File: src/rtl/sa_output_deskew.sv
// ---------------------------------------------------------------------------
// sa_output_deskew
//
// Output de-skew and drain buffer below a weight-stationary systolic array.
// The bottom PE of column j produces its value for a row j cycles after
// column 0. This block re-aligns those staggered partial sums into whole
// rows, buffers the rows in a small first-word-fall-through FIFO and
// presents them over a valid/ready handshake. The array cannot stall, so
// almost_full gives early warning and overflow flags any dropped row.
//
// Optional feature (compile-time macro DESKEW_RELU_EN):
//   defined   : every ACC_WIDTH lane is clamped to 0 when negative (signed)
//               as the row is written into the FIFO; latency is unchanged.
//   undefined : lanes pass through bit-exact.
//
// Parameters:
//   ARRAY_COLS  number of array columns (>= 2)
//   ACC_WIDTH   partial-sum width per column
//   FIFO_DEPTH  aligned rows buffered (power of two, >= ARRAY_COLS+1)
//
// Ports:
//   clk          clock
//   rst_n        asynchronous active-low reset
//   flush        synchronous clear of delay line valids, FIFO and overflow
//   col_psum     bottom-row psums, column j at [j*ACC_WIDTH +: ACC_WIDTH]
//   row_valid    column-0 value of a row is valid this cycle
//   row_last     qualifies row_valid, marks the final row of a tile
//   out_data     aligned FIFO head row, same packing as col_psum
//   out_valid    FIFO head valid
//   out_last     row_last carried with the head row
//   out_ready    consumer accepts the head row
//   almost_full  free entries <= ARRAY_COLS
//   fifo_level   occupied entries, 0..FIFO_DEPTH
//   overflow     sticky, a row was dropped because the FIFO was full
// ---------------------------------------------------------------------------
module sa_output_deskew #(
  parameter int ARRAY_COLS = 4,
  parameter int ACC_WIDTH  = 32,
  parameter int FIFO_DEPTH = 8
) (
  input  logic                              clk,
  input  logic                              rst_n,
  input  logic                              flush,
  input  logic [ARRAY_COLS*ACC_WIDTH-1:0]   col_psum,
  input  logic                              row_valid,
  input  logic                              row_last,
  output logic [ARRAY_COLS*ACC_WIDTH-1:0]   out_data,
  output logic                              out_valid,
  output logic                              out_last,
  input  logic                              out_ready,
  output logic                              almost_full,
  output logic [$clog2(FIFO_DEPTH):0]       fifo_level,
  output logic                              overflow
);

  localparam int AW = $clog2(FIFO_DEPTH);
  localparam int LW = AW + 1;
  localparam int NS = ARRAY_COLS - 1;
  localparam int RW = ARRAY_COLS * ACC_WIDTH;

  localparam logic [LW-1:0] DEPTH_L = LW'(FIFO_DEPTH);
  localparam logic [LW-1:0] COLS_L  = LW'(ARRAY_COLS);

  // -------------------------------------------------------------------------
  // Control delay line: row_valid / row_last travel ARRAY_COLS-1 stages so
  // they line up with the live value of the last column.
  // -------------------------------------------------------------------------
  logic [NS-1:0] vld_sr;
  logic [NS-1:0] last_sr;

  always_ff @(posedge clk or negedge rst_n) begin
    if (!rst_n) begin
      vld_sr  <= '0;
      last_sr <= '0;
    end else if (flush) begin
      vld_sr  <= '0;
      last_sr <= '0;
    end else begin
      vld_sr[0]  <= row_valid;
      last_sr[0] <= row_valid & row_last;
      for (int unsigned s = 1; s < NS; s++) begin
        vld_sr[s]  <= vld_sr[s-1];
        last_sr[s] <= last_sr[s-1];
      end
    end
  end

  // -------------------------------------------------------------------------
  // Data de-skew: column j passes through ARRAY_COLS-1-j payload stages, so
  // every lane of a row reaches the FIFO input at the same edge. The last
  // column is taken live. Payload registers carry no reset.
  // -------------------------------------------------------------------------
  logic [RW-1:0] aligned;

  for (genvar j = 0; j < ARRAY_COLS; j++) begin : g_col
    localparam int unsigned DLY = ARRAY_COLS - 1 - j;
    if (DLY == 0) begin : g_live
      assign aligned[j*ACC_WIDTH +: ACC_WIDTH] = col_psum[j*ACC_WIDTH +: ACC_WIDTH];
    end else begin : g_dly
      logic [ACC_WIDTH-1:0] sr [DLY];
      always_ff @(posedge clk) begin
        sr[0] <= col_psum[j*ACC_WIDTH +: ACC_WIDTH];
        for (int unsigned s = 1; s < DLY; s++) begin
          sr[s] <= sr[s-1];
        end
      end
      assign aligned[j*ACC_WIDTH +: ACC_WIDTH] = sr[DLY-1];
    end
  end

  // -------------------------------------------------------------------------
  // Write-side lane conditioning.
  // -------------------------------------------------------------------------
  logic [RW-1:0] wdata;

  always_comb begin
    wdata = aligned;
`ifdef DESKEW_RELU_EN
    for (int unsigned j = 0; j < ARRAY_COLS; j++) begin
      if (aligned[j*ACC_WIDTH + ACC_WIDTH - 1]) begin
        wdata[j*ACC_WIDTH +: ACC_WIDTH] = '0;
      end
    end
`endif
  end

  // -------------------------------------------------------------------------
  // Row FIFO: circular buffer, pointers wrap naturally at the power-of-two
  // depth; a separate level counter distinguishes full from empty.
  // -------------------------------------------------------------------------
  logic [RW-1:0]  mem_data [FIFO_DEPTH];
  logic           mem_last [FIFO_DEPTH];
  logic [AW-1:0]  wr_ptr;
  logic [AW-1:0]  rd_ptr;
  logic [LW-1:0]  level;
  logic           ovf;

  logic push_req;
  logic full;
  logic pop;
  logic do_push;
  logic drop;

  always_comb begin
    push_req = vld_sr[NS-1];
    full     = (level == DEPTH_L);
    pop      = out_valid & out_ready;
    // A pop in the same cycle frees the slot, so a push while full is only
    // dropped when nothing leaves.
    do_push  = push_req & ~flush & (~full | pop);
    drop     = push_req & ~flush & full & ~pop;
  end

  always_ff @(posedge clk) begin
    if (do_push) begin
      mem_data[wr_ptr] <= wdata;
      mem_last[wr_ptr] <= last_sr[NS-1];
    end
  end

  always_ff @(posedge clk or negedge rst_n) begin
    if (!rst_n) begin
      wr_ptr <= '0;
      rd_ptr <= '0;
      level  <= '0;
      ovf    <= 1'b0;
    end else if (flush) begin
      wr_ptr <= '0;
      rd_ptr <= '0;
      level  <= '0;
      ovf    <= 1'b0;
    end else begin
      if (do_push) begin
        wr_ptr <= wr_ptr + 1'b1;
      end
      if (pop) begin
        rd_ptr <= rd_ptr + 1'b1;
      end
      case ({do_push, pop})
        2'b10:   level <= level + 1'b1;
        2'b01:   level <= level - 1'b1;
        default: level <= level;
      endcase
      if (drop) begin
        ovf <= 1'b1;
      end
    end
  end

  // -------------------------------------------------------------------------
  // Outputs. Head payload is gated by out_valid so unreset storage never
  // shows on the outputs.
  // -------------------------------------------------------------------------
  always_comb begin
    out_valid   = (level != '0);
    out_data    = out_valid ? mem_data[rd_ptr] : '0;
    out_last    = out_valid ? mem_last[rd_ptr] : 1'b0;
    almost_full = ((DEPTH_L - level) <= COLS_L);
    fifo_level  = level;
    overflow    = ovf;
  end

endmodule

File: config.mk
export PLATFORM = sky130hd
export DESIGN_NAME = sa_output_deskew
export DESIGN_NICKNAME = d
export VERILOG_FILES = /design/src/rtl/sa_output_deskew.sv
export SDC_FILE = /design/constraint.sdc
export NUM_CORES = 1
export LEC_CHECK = 0
export CAP_MARGIN = 20
export CORE_MARGIN = 5
export CORE_UTILIZATION = 59
export CTS_CLUSTER_DIAMETER = 30
export DETAILED_ROUTE_END_ITERATION = 7
export HOLD_SLACK_MARGIN = 0.08
export MAX_ROUTING_LAYER = met4
export PLACE_DENSITY = 0.79
export SLEW_MARGIN = 25
export SYNTH_ARGS = -nofsm -noshare
export SYNTH_HDL_FRONTEND = slang
export SYNTH_SLANG_ARGS = --single-unit
File: constraint.sdc
create_clock -name clk -period 12.3 [get_ports clk]
set_input_delay 2.46 -clock clk [delete_from_list [all_inputs] [get_ports clk]]
set_output_delay 2.46 -clock clk [all_outputs]
set_load 0.01 [all_outputs]
Yosys cells after proc, flatten, opt, wreduce, memory -nomap -nowiden

Memories as Yosys holds them, arrays and structs flattened.
Index checks and enable logic that the tools add are counted.

Add/subtract/negate cells: 5
$lt $le $gt $ge: 1
Eq/ne operators: 3
Multiplexer cells: 14
Bitwise operators: 10
Reductions and logical operators: 5

Operators with widths:

| kind                  | number |
|---|---|
| $mux W128             | 1 |
| $mux W3               | 6 |
| $pmux W4 S2           | 1 |
| $add A3 B1 Y3 const B | 2 |
| $and A1 B1 Y1         | 6 |
| $reduce_bool A2 Y1    | 3 |
| $mux W1               | 5 |
| $add A4 B1 Y4 const B | 1 |
| $eq A4 B4 Y1 const B  | 1 |
| $le A4 B3 Y1 const B  | 1 |
| $mux W4               | 1 |
| $reduce_bool A4 Y1    | 1 |
| $sub A4 B1 Y4 const B | 1 |
| $sub A4 B4 Y4 const A | 1 |
| $not A1 Y1            | 3 |
| $reduce_bool A3 Y1    | 1 |
| $eq A2 B1 Y1 const B  | 1 |
| $eq A2 B2 Y1 const B  | 1 |
| $or A1 B1 Y1          | 1 |

Bits in registers: 17
RAM bits: 1,224
Input port bits: 134
Output and inout bits: 136
Word-level logic and storage cells: 49
Memories: 5

Memory list:

| name              | depth | bits a word | read ports | clocked after Yosys merged registers in | wr ports | RTL line | source |
|---|---|---|---|---|---|---|---|
| mem_data          | 8     | 128         | 1          | 0                                       | 1        | 131      | `logic [RW-1:0] mem_data [FIFO_DEPTH];` |
| g_col[0].g_dly.sr | 3     | 32          | 3          | 0                                       | 3        | 100      | `logic [ACC_WIDTH-1:0] sr [DLY];` |
| g_col[1].g_dly.sr | 2     | 32          | 2          | 0                                       | 2        | 100      |  |
| g_col[2].g_dly.sr | 1     | 32          | 1          | 0                                       | 1        | 100      |  |
| mem_last          | 8     | 1           | 1          | 0                                       | 1        | 132      | `logic mem_last [FIFO_DEPTH];` |

Logic depth before layout (Yosys ltp)

Word-level depth: 7
Gate-level depth with buffers: 9

Least setup slack after synthesis

OpenSTA, ideal clock, no wires.

Path kind: input port to flip-flop
From: input out_ready
To: memory mem_data[0][0] (netlist bit), enable pin
Arrival time: 11,946 ps
Setup slack: -421 ps
Stages: 5
Buffers on the path: 1
Cells stage by stage: buf_2 inv_1 a31oi_1 nand2b_1 nor3_1

Cells in the longest elaborated chain, start to end: 5

RTL lines:

| item                          | RTL line | source |
|---|---|---|
| from (decl)                   | 50       | `input logic out_ready,` |
| $and A1 B1 Y1                 | 147      | `pop = out_valid & out_ready;` |
| $or A1 B1 Y1                  | 150      | `do_push = push_req & ~flush & (~full \| pop);` |
| $and A1 B1 Y1                 | 150      |  |
| $mux W1                       | 155      | `if (do_push) begin` |
| $mux W1 (implied by the code) | 156      | `mem_data[wr_ptr] <= wdata;` |
| to (decl)                     | 131      |  |

Every way passes these cells.

Worst setup path in the final report

From: register rd_ptr[0]
To: output out_data[27]

Cells in the longest elaborated chain, start to end: 2

RTL lines:

| item                   | RTL line | source |
|---|---|---|
| from (decl)            | 134      | `logic [AW-1:0] rd_ptr;` |
| from (signal assigned) | 177      | `rd_ptr <= rd_ptr + 1'b1;` |
| $mem_v2 Z8 W128        | --       |  |
| $mux W128              | 196      | `out_data = out_valid ? mem_data[rd_ptr] : '0;` |
| to (decl)              | 47       | `output logic [ARRAY_COLS*ACC_WIDTH-1:0] out_data,` |

Every way passes these cells.

==> impl_metrics.json <==
{
  "numCtsBuffers": 177,
  "grt_pass1_vias": 22800,
  "report.final.hold_viol_count": 0,
  "cts.sinks": 1241,
  "synthArstFlopShare_pct": 1.37,
  "rsz0062_at_grt": "false",
  "hold_path_depth": 0,
  "firstDrtPassIters": 5,
  "whs_endpoint": "g_col[1].g_dly.sr[0][48]$_DFF_P_",
  "min_period_ps": 6720,
  "critPathKind": "reg2out",
  "finClkSkew_ps": 23.1,
  "grt_max_degree": 165,
  "ff2ff_path_depth": 6,
  "post_cts_buffers": 0,
  "yosys_register_bits": 1241,
  "slew_headroom_pct": 29.3,
  "clk_pin_slew_ps": 60,
  "status": "complete, no violations",
  "vias": 20800,
  "fp-row-count": 100,
  "drv_slew": 0,
  "tightest_slew_ps": 1060,
  "netlist.area_leader.share_pct": 70.5,
  "crit_arrival_ps": 4260,
  "antenna_found_initial": 3,
  "min_period_over_period_pct": 54.6,
  "seq_area_frac_synth_pct": 80.2,
  "overflow": 0,
  "irDropWorstVdd_mv": 0.159,
  "syn_area_sq_um": 43900,
  "syn-num-nets": 2060,
  "utilization_pct": 72.9,
  "cpPeakStageDelay_ps": 760,
  "yosysMostFrequentCell": "edfxtp_1",
  "cp_max_fo": 42,
  "start_kind": "flop",
  "r2r_slack_ps": 8690,
  "gp_congestion": 0.743,
  "r2r-end": "mem_data[3][67]$_DFFE_PP_",
  "cts_max_path_buffers": 3,
  "avgSynthCellArea_sq_um": 22.9,
  "fmax_mhz": 149,
  "p_leak_nw": 17.3,
  "crit_chain": "buf_12 > buf_4 > mux4_2 > mux2i_1 > nor2_1 > clkdlybuf4s50_1",
  "placed_area_sq_um": 47700,
  "clk_latency_ps": 750,
  "track_usage_pct": 25.5,
  "io_pins": 270,
  "ys_warn_count": 0,
  "synthCells": 1922,
  "synth.area.top_cells": "edfxtp_1 (71%), mux4_2 (13%), dfxtp_1 (8.7%)",
  "grt_pass1_wl_um": 148000,
  "ant_nets": 0,
  "dieArea_sq_um": 80000,
  "synthFlopType": "edfxtp_1",
  "area_growth_pct": 23.0,
  "drcViolationCount": 0,
  "cts_max_level": 4,
  "die_w_um": 283,
  "setup_viol": 0,
  "hold_path.class": "reg2reg",
  "powerDensity_nw_per_um2": 218,
  "r2r_start": "fifo_level[1]$_DFFE_PN0P_",
  "ctsHoldBuffers": 0,
  "root_buffer": "clkbuf_16",
  "numPortBuffers": 269,
  "synth.distinct_cells": 36,
  "cts.repair.resized": 0,
  "drive_gt1_share_pct": 25.2,
  "cts_tree": "done",
  "final_nets": 2454,
  "synth_common_cells": "edfxtp_1 (1032), mux4_2 (258), dfxtp_1 (192)",
  "cp.required_ps": 9840,
  "critPathSlowestCell": "buf_4",
  "viasPerCell": 6.04,
  "hp-start": "g_col[1].g_dly.sr[0][16]$_DFF_P_",
  "end_kind": "output pin",
  "die_h_um": 283,
  "core_sq_um": 74200,
  "dr.first_iter.drc_count": 2001,
  "dp_hpwl_um": 48500,
  "initial_core_util_pct": 59.2,
  "yosys.area.top_type": "edfxtp_1",
  "routedWlPerCell_um": 28.5,
  "timing.setup.tns_ps": 0,
  "final_area_sq_um": 54100,
  "synth_edf_count": 1032,
  "totalWireLength_um": 98000,
  "maxCapViolCount": 0
}
state kept, by name, summed over array words and instances (netlist names):
| signal | cells |
|---|---|
| wr_ptr | 3 |
| fifo_level | 4 |
| vld_sr | 3 |
| mem_data | 1024 |
| last_sr | 3 |
| overflow | 1 |
| rd_ptr | 3 |
| mem_last | 8 |
| g_col.g_dly.sr | 192 |
cell families after synthesis:
logic type,synth area share (%)
adders and majority gates,0.114
xor gates and xnor gates,0.120
and+or+nand+nor,1.64
DFF,80.2
muxes,16.3
AOI/OAI and AO/OA,0.236
buffers and inverters,1.40
stage by stage:
| stage | std cells | setup slack (ps) | hold slack [ps] | total power, mW |
|---|---|---|---|---|
| after floorplan | 1922 | 3040 | 310 | 5.84 |
| after global placement | 3103 | 5590 | 311 | 6.52 |
| after detailed placement | 3105 | 5830 | 312 | 6.55 |
| after CTS | 3438 | 4940 | 316 | 11.9 |
| after global routing | 3440 | 5240 | 314 | 12.2 |
| final | 3441 | 5580 | 315 | 11.8 |
per-layer routing:
metal,vias to the layer above,GRT usage [%],routed length [um]
li1,8676,-,-
met1,10900,31.6,35800
met5,-,-,0
met2,1021,43.5,52900
met4,0,7.97,2610
met3,172,4.98,6640
worst max-delay path, delay by kind of cell, from the launching register on:
family | cells | cell delay (ps)
buffers and inverters | 3 | 1630
multiplexers | 2 | 970
flip-flops | 1 | 710
AND/OR/NAND/NOR | 1 | 100
power by group:
part           internal, mW  switching, mW  leakage, nW
registers              4.60         0.0727         11.1
logic                 0.919          0.884         3.13
clock network          3.33           1.96         3.04
total                  8.85           2.92         17.3
layout make-up:
cell class | instances | area, sq um
diodes | 2 | 5.00
clock buffers | 203 | 4710
clock inverters | 130 | 1660
fillers | 3944 | 20100
inverters | 3 | 11.3
multi-input cells | 588 | 8140
flip-flops and latches | 1241 | 35300
well taps | 969 | 1210
repair buffers | 305 | 3050
how the worst max path moves through the flow:
stage / slack (ps) / depth (start not counted) / to / start
6_report: 5580 / 6 / out_data[27] / rd_ptr[0]$_DFFE_PN0P_
5_1_grt: 5240 / 6 / out_data[27] / rd_ptr[0]$_DFFE_PN0P_
4_1_cts: 4940 / 6 / out_data[27] / rd_ptr[0]$_DFFE_PN0P_
3_5_place_dp: 5830 / 6 / out_data[27] / rd_ptr[0]$_DFFE_PN0P_
3_3_place_gp: 5590 / 6 / mem_data[4][67]$_DFFE_PP_ / flush
2_1_floorplan: 3040 / 5 / mem_data[6][0]$_DFFE_PP_ / out_ready
cell usage in the layout, fill, tap and decap left out, drive strengths merged, types with 3 or more instances in the layout:
| cell | netlist | routed |
|---|---|---|
| edfxtp | 1032 | 1032 |
| clkdlybuf4s50 | 0 | 269 |
| mux4 | 258 | 258 |
| clkbuf | 14 | 203 |
| dfxtp | 192 | 192 |
| nor2 | 144 | 144 |
| mux2i | 132 | 132 |
| clkinv | 0 | 52 |
| buf | 76 | 36 |
| inv | 3 | 29 |
| clkinvlp | 0 | 27 |
| bufinv | 0 | 25 |
| dfrtp | 17 | 17 |
| nand2 | 8 | 8 |
| nor2b | 7 | 7 |
| xor2 | 5 | 5 |
| nand2b | 5 | 5 |
| nor3 | 5 | 5 |
| ha | 4 | 4 |
| a31oi | 3 | 3 |
Power figures use the tool's default switching activity.
